===== config.mk =====
export PLATFORM = sky130hd
export DESIGN_NAME = toggle_and_stream_flat
export DESIGN_NICKNAME = d
export VERILOG_FILES = /design/src/rtl/toggle_and_pkg.sv /design/src/rtl/toggle_and_stream_if.sv /design/src/rtl/toggle_and_ostage.sv /design/src/rtl/toggle_and_stream.sv /design/src/flat_wrapper.sv
export SDC_FILE = /design/constraint.sdc
export NUM_CORES = 1
export LEC_CHECK = 0
export ABC_CLOCK_PERIOD_IN_PS = 5400
export CORE_MARGIN = 2
export CORE_UTILIZATION = 40
export CTS_CLUSTER_SIZE = 16
export DETAILED_ROUTE_END_ITERATION = 7
export PLACE_DENSITY_LB_ADDON = 0.25
export SETUP_SLACK_MARGIN = 0.2
export SYNTH_ARGS = -nofsm -noshare
export SYNTH_HDL_FRONTEND = slang
export SYNTH_HIERARCHICAL = 1
export SYNTH_SLANG_ARGS = --single-unit

===== constraint.sdc =====
create_clock -name clk -period 5.4 [get_ports clk]
set_input_delay 0.81 -clock clk [delete_from_list [all_inputs] [get_ports clk]]
set_output_delay 0.81 -clock clk [all_outputs]
set_load 0.03 [all_outputs]

===== src/rtl/toggle_and_pkg.sv =====
// Shared types for the toggle/AND lane stream block.
// Phase tags and the hand-off counter width.
package toggle_and_pkg;

   typedef enum logic [1:0] {
      START = 2'd0,
      EVEN  = 2'd1,
      ODD   = 2'd2
   } tag_t;

   localparam int CNT_W = 16;

endpackage


===== src/rtl/toggle_and_stream_if.sv =====
// Valid/ready stream bundle around toggle_and_stream.
// master = producer/consumer side, slave = the block.
interface toggle_and_stream_if #(
   parameter int WIDTH = 8
);

   logic             in_valid;
   logic [WIDTH-1:0] in_data;
   logic             in_ready;
   logic             out_valid;
   logic [WIDTH-1:0] out_data;
   logic             out_ready;

   modport master (
      output in_valid,
      output in_data,
      output out_ready,
      input  in_ready,
      input  out_valid,
      input  out_data
   );

   modport slave (
      input  in_valid,
      input  in_data,
      input  out_ready,
      output in_ready,
      output out_valid,
      output out_data
   );

endinterface


===== src/rtl/toggle_and_ostage.sv =====
// Registered valid/ready output stage; a load replaces
// the held result in the same edge it is handed off.
module toggle_and_ostage #(
   parameter int WIDTH = 8
) (
   input  logic             clk,
   input  logic             rst,
   input  logic             load,
   input  logic [WIDTH-1:0] d,
   input  logic             out_ready,
   output logic             in_ready,
   output logic             out_valid,
   output logic [WIDTH-1:0] out_data
);

   assign in_ready = !out_valid || out_ready;

   always_ff @(posedge clk or negedge rst) begin
      if (!rst) begin
         out_valid <= 1'b0;
         out_data  <= '0;
      end else if (load) begin
         out_valid <= 1'b1;
         out_data  <= d;
      end else if (out_ready) begin
         out_valid <= 1'b0;
      end
   end

endmodule


===== src/rtl/toggle_and_stream.sv =====
// Lane-wise toggle/AND stream block, 1-cycle latency.
// TOGGLE_AND_STREAM_CNT_EN adds a saturating beat_cnt.
module toggle_and_stream
   import toggle_and_pkg::*;
#(
   parameter int               WIDTH    = 8,
   parameter logic [WIDTH-1:0] INIT_TOG = {WIDTH{1'b1}}
) (
   input  logic clk,
   input  logic rst,
   toggle_and_stream_if.slave s
`ifdef TOGGLE_AND_STREAM_CNT_EN
   ,
   output logic [CNT_W-1:0] beat_cnt
`endif
);

   tag_t             tag_q;
   tag_t             tag_d;
   logic [WIDTH-1:0] prev_q;
   logic [WIDTH-1:0] prev_d;
   logic [WIDTH-1:0] tog_q;
   logic [WIDTH-1:0] tog_d;
   logic [WIDTH-1:0] res;
   logic             load;
   logic             in_ready;
   logic             accept;

   assign s.in_ready = in_ready;
   assign accept     = s.in_valid && in_ready;

   always_ff @(posedge clk or negedge rst) begin
      if (!rst) begin
         tag_q  <= START;
         prev_q <= '0;
         tog_q  <= INIT_TOG;
      end else begin
         tag_q  <= tag_d;
         prev_q <= prev_d;
         tog_q  <= tog_d;
      end
   end

   always_comb begin
      tag_d  = tag_q;
      prev_d = prev_q;
      tog_d  = tog_q;
      res    = '0;
      load   = 1'b0;
      if (accept) begin
         unique case (tag_q)
            START: begin
               prev_d = s.in_data;
               tog_d  = INIT_TOG;
               tag_d  = EVEN;
            end
            EVEN: begin
               res    = s.in_data & prev_q;
               load   = 1'b1;
               prev_d = s.in_data;
               tog_d  = tog_q ^ s.in_data;
               tag_d  = ODD;
            end
            ODD: begin
               res    = s.in_data & tog_q;
               load   = 1'b1;
               prev_d = s.in_data;
               tag_d  = EVEN;
            end
            // illegal tag: drop the beat and re-prime
            default: tag_d = START;
         endcase
      end
   end

   toggle_and_ostage #(
      .WIDTH(WIDTH)
   ) u_ostage (
      .clk      (clk),
      .rst      (rst),
      .load     (load),
      .d        (res),
      .out_ready(s.out_ready),
      .in_ready (in_ready),
      .out_valid(s.out_valid),
      .out_data (s.out_data)
   );

`ifdef TOGGLE_AND_STREAM_CNT_EN
   always_ff @(posedge clk or negedge rst) begin
      if (!rst) begin
         beat_cnt <= '0;
      end else if (s.out_valid && s.out_ready &&
                   beat_cnt != {CNT_W{1'b1}}) begin
         beat_cnt <= beat_cnt + 1'b1;
      end
   end
`endif

endmodule


===== src/flat_wrapper.sv =====
// flat-port wrapper written by rule: the top's interface ports become plain ports
module toggle_and_stream_flat import toggle_and_pkg::*;
#(
   parameter int               WIDTH    = 8,
   parameter logic [WIDTH-1:0] INIT_TOG = {WIDTH{1'b1}}
)
  (clk, rst, s_in_valid, s_in_data, s_out_ready, s_in_ready, s_out_valid, s_out_data);
  toggle_and_stream_if #(.WIDTH(WIDTH)) s_i ();
  input  logic clk;
  input  logic rst;
  input wire logic [$bits(s_i.in_valid)-1:0] s_in_valid;
  input wire logic [$bits(s_i.in_data)-1:0] s_in_data;
  input wire logic [$bits(s_i.out_ready)-1:0] s_out_ready;
  output wire logic [$bits(s_i.in_ready)-1:0] s_in_ready;
  output wire logic [$bits(s_i.out_valid)-1:0] s_out_valid;
  output wire logic [$bits(s_i.out_data)-1:0] s_out_data;
  assign s_i.in_valid = s_in_valid;
  assign s_i.in_data = s_in_data;
  assign s_i.out_ready = s_out_ready;
  assign s_in_ready = s_i.in_ready;
  assign s_out_valid = s_i.out_valid;
  assign s_out_data = s_i.out_data;
  toggle_and_stream #(.WIDTH(WIDTH), .INIT_TOG(INIT_TOG)) u_core (.clk(clk), .rst(rst), .s(s_i));
endmodule

==> reports/qor.yml <==
netlist-cell-type-count: 20
synthArstFlopShare_pct: 100.0
fmaxAchievable_mhz: 303.3
antenna_found_initial: 0
crit_family: "buffers and inverters"
hp-class: "reg -> reg"
layout.nets: 145
synthCells: 108
syn_avg_cell_area_um2: 13.15
first_iter_violations: 31
slew_headroom_pct: 46.85
worst_pin_slew_ps: 797.3
cts_buffer_depth: 2
die-area_um2: 4043
synth_edf_count: 0
slowest_delay_ps: 780
remaining_drc_errors: 0
path_max_fanout: 12
initial_core_util_pct: 42.22
cp_slowest_cell: "clkdlybuf4s50_1"
hpwl_mm: 1.754
synth_seq_cells: 27
setup.worst_path.start_class: "primary input"
cts_setup_buffers: 0
yosys-top-cells-count: "dfrtp_1 (19), mux2_4 (16), and3_1 (9), mux2_2 (9)"
final.fill_count: 320
rsz0062_at_grt: "no"
htreeDepth: 1
worstPathCellList: "clkdlybuf4s50_1, nand2b_1, clkdlybuf4s50_1"
synth.yosys.seq_area_share_pct: 48.28
place_ws_ps: 2060
core.rowCount: 21
status: "finished clean"
core-area_um2: 3363
min_period_ps: 3297
ant_nets: 0
path_clk_slew_ps: 150
slew_viol_final: 0
die_w_um: 63.59
cts_tree: "yes"
maxCapViolations: 0
netlist_area_um2: 1420
cts_made_buffers: 3
cp_data_arrival_time_ps: 2490
place.gp.congestion: 0.7010
required_ps: 4590
power_leakage_nw: 0.7528
via_per_inst: 5.283
num_vias: 914
yosys_warnings: 6
cts_num_sinks: 27
grt_start_max_net_pins: 28
grt_pass1_vias: 949
wl_per_cell_um: 15.42
skew_ps: 5.536
grt_pass1_wl_mm: 4.671
cts_hold_buf: 0
layout-drive-gt1-share_pct: 30.71
finalCritPeriodShare_pct: 61.06
chipHeight_um: 63.59
ys.flop_type: "dfrtp_1"
setup_viol: 0
area_delta_synth_final_pct: 17.53
setup_ws_ps: 2103
dr.pass1.iters: 4
synth_top_area_share_pct: 33.48
crit_buf_inv: 2
cts_resized: 0
yosysMostFrequentCell: "dfrtp_1"
grt_usage_pct: 14.96
clockRootBuffer: "clkbuf_4"
fin_setup_tns_ps: 0
synth.area.top_cells: "dfrtp_1 (33%), mux2_4 (17%), dfstp_2 (15%)"
numPortBuffers: 21
syn_nets: 125
critical_path_class: "in -> out"
ir_worst_vdd_mv: 0.2186
clk_latency_ps: 340
grt.overflow.total: 0
cp_common_cell: "clkdlybuf4s50_1"
routed_wl_mm: 2.667
yosys.area.top_type: "dfrtp_1"
p_per_area_nw_per_um2: 524.9
post-route-util_pct: 49.63
diodes: 0
end_kind: "primary output"
io_pins: 22
hold_viol_final: 0
-- per-layer routing --
metal	GRT usage [%]	share of wire, %	vias to the layer above
met2	23.42	47	17
li1	-	-	432
met1	19.52	47	460
met3	5.000	4.2	5
met5	0	0	-
met4	4.620	1.3	0
-- registers in the layout (all words and copies together), names as in the netlist --
name and cells:
u_core/prev_q 8, u_core/tog_q 8, u_core/u_ostage/out_data 8, u_core/tag_q 2, u_core/u_ostage/out_valid 1
-- worst paths after layout --
kind	startpoint	end	slack, ps	depth (start not counted)
setup / recovery	s_out_ready	s_in_ready	2100	3
hold / removal	u_core/tog_q[7]$_DFFE_PN1P_	u_core/tog_q[7]$_DFFE_PN1P_	530	1
setup reg to reg	u_core/u_ostage/out_valid$_DFFE_PN0P_	u_core/u_ostage/out_data[3]$_DFFE_PN0P_	3340	4
hold reg to reg	u_core/tog_q[7]$_DFFE_PN1P_	u_core/tog_q[7]$_DFFE_PN1P_	530	1
max in group asynchronous	rst	u_core/tog_q[6]$_DFFE_PN1P_	4270	2
min in group asynchronous	rst	u_core/u_ostage/out_data[5]$_DFFE_PN0P_	830	2
-- layout make-up --
cell class                      instances  area (µm²)  area share [%]
Sequential cell                        27       685.7           41.08
Multi-Input combinational cell         72       673.1           40.33
Timing Repair Buffer                   22       217.7           13.04
Tap cell                               46       57.56           3.448
Clock buffer                            3       22.52           1.349
Inverter                                2       7.507          0.4498
Clock inverter                          1       5.005          0.2999
-- cell families after synthesis --
kind of cell / Yosys count / synth area share [%]
buf+inv: 9 / 4.317
mux: 25 / 24.05
simple gates: 25 / 10.66
compound gates: 17 / 8.282
fa+ha+maj: 5 / 4.405
flops: 27 / 48.28
-- cell usage in the layout (no fill, tap or decap), drive strengths merged --
master / Yosys / layout
clkbuf: 2 / 3
ha: 5 / 5
o31ai: 1 / 1
nand2b: 2 / 2
clkinv: 0 / 1
a2bb2oi: 8 / 8
dfrtp: 19 / 19
or2: 1 / 1
and3: 9 / 9
inv: 2 / 2
buf: 5 / 1
nand2: 2 / 2
nor2: 3 / 3
o21ai: 8 / 8
dfstp: 8 / 8
mux2: 25 / 25
nand4: 8 / 8
clkdlybuf4s50: 0 / 21
-- power by group --
group / switching [W] / internal, W
sequential: 0.0000562 / 0.000300
clock: 0.0000635 / 0.0000279
combinational: 0.000201 / 0.000228
-- metrics by stage --
stage | power, W | cells | area [µm²] | hold WS, ps
final | 0.0008761 | 173 | 1669 | 526.8
after global routing | 0.0009402 | 173 | 1669 | 538.9
after CTS | 0.0008805 | 173 | 1669 | 526.9
after detailed placement | 0.0007890 | 169 | 1642 | 494.6
after global placement | 0.0007759 | 169 | 1642 | 487.0
after floorplan | 0.0006762 | 108 | 1420 | 477.4
Note: power is estimated with default switching activity, not from simulation.
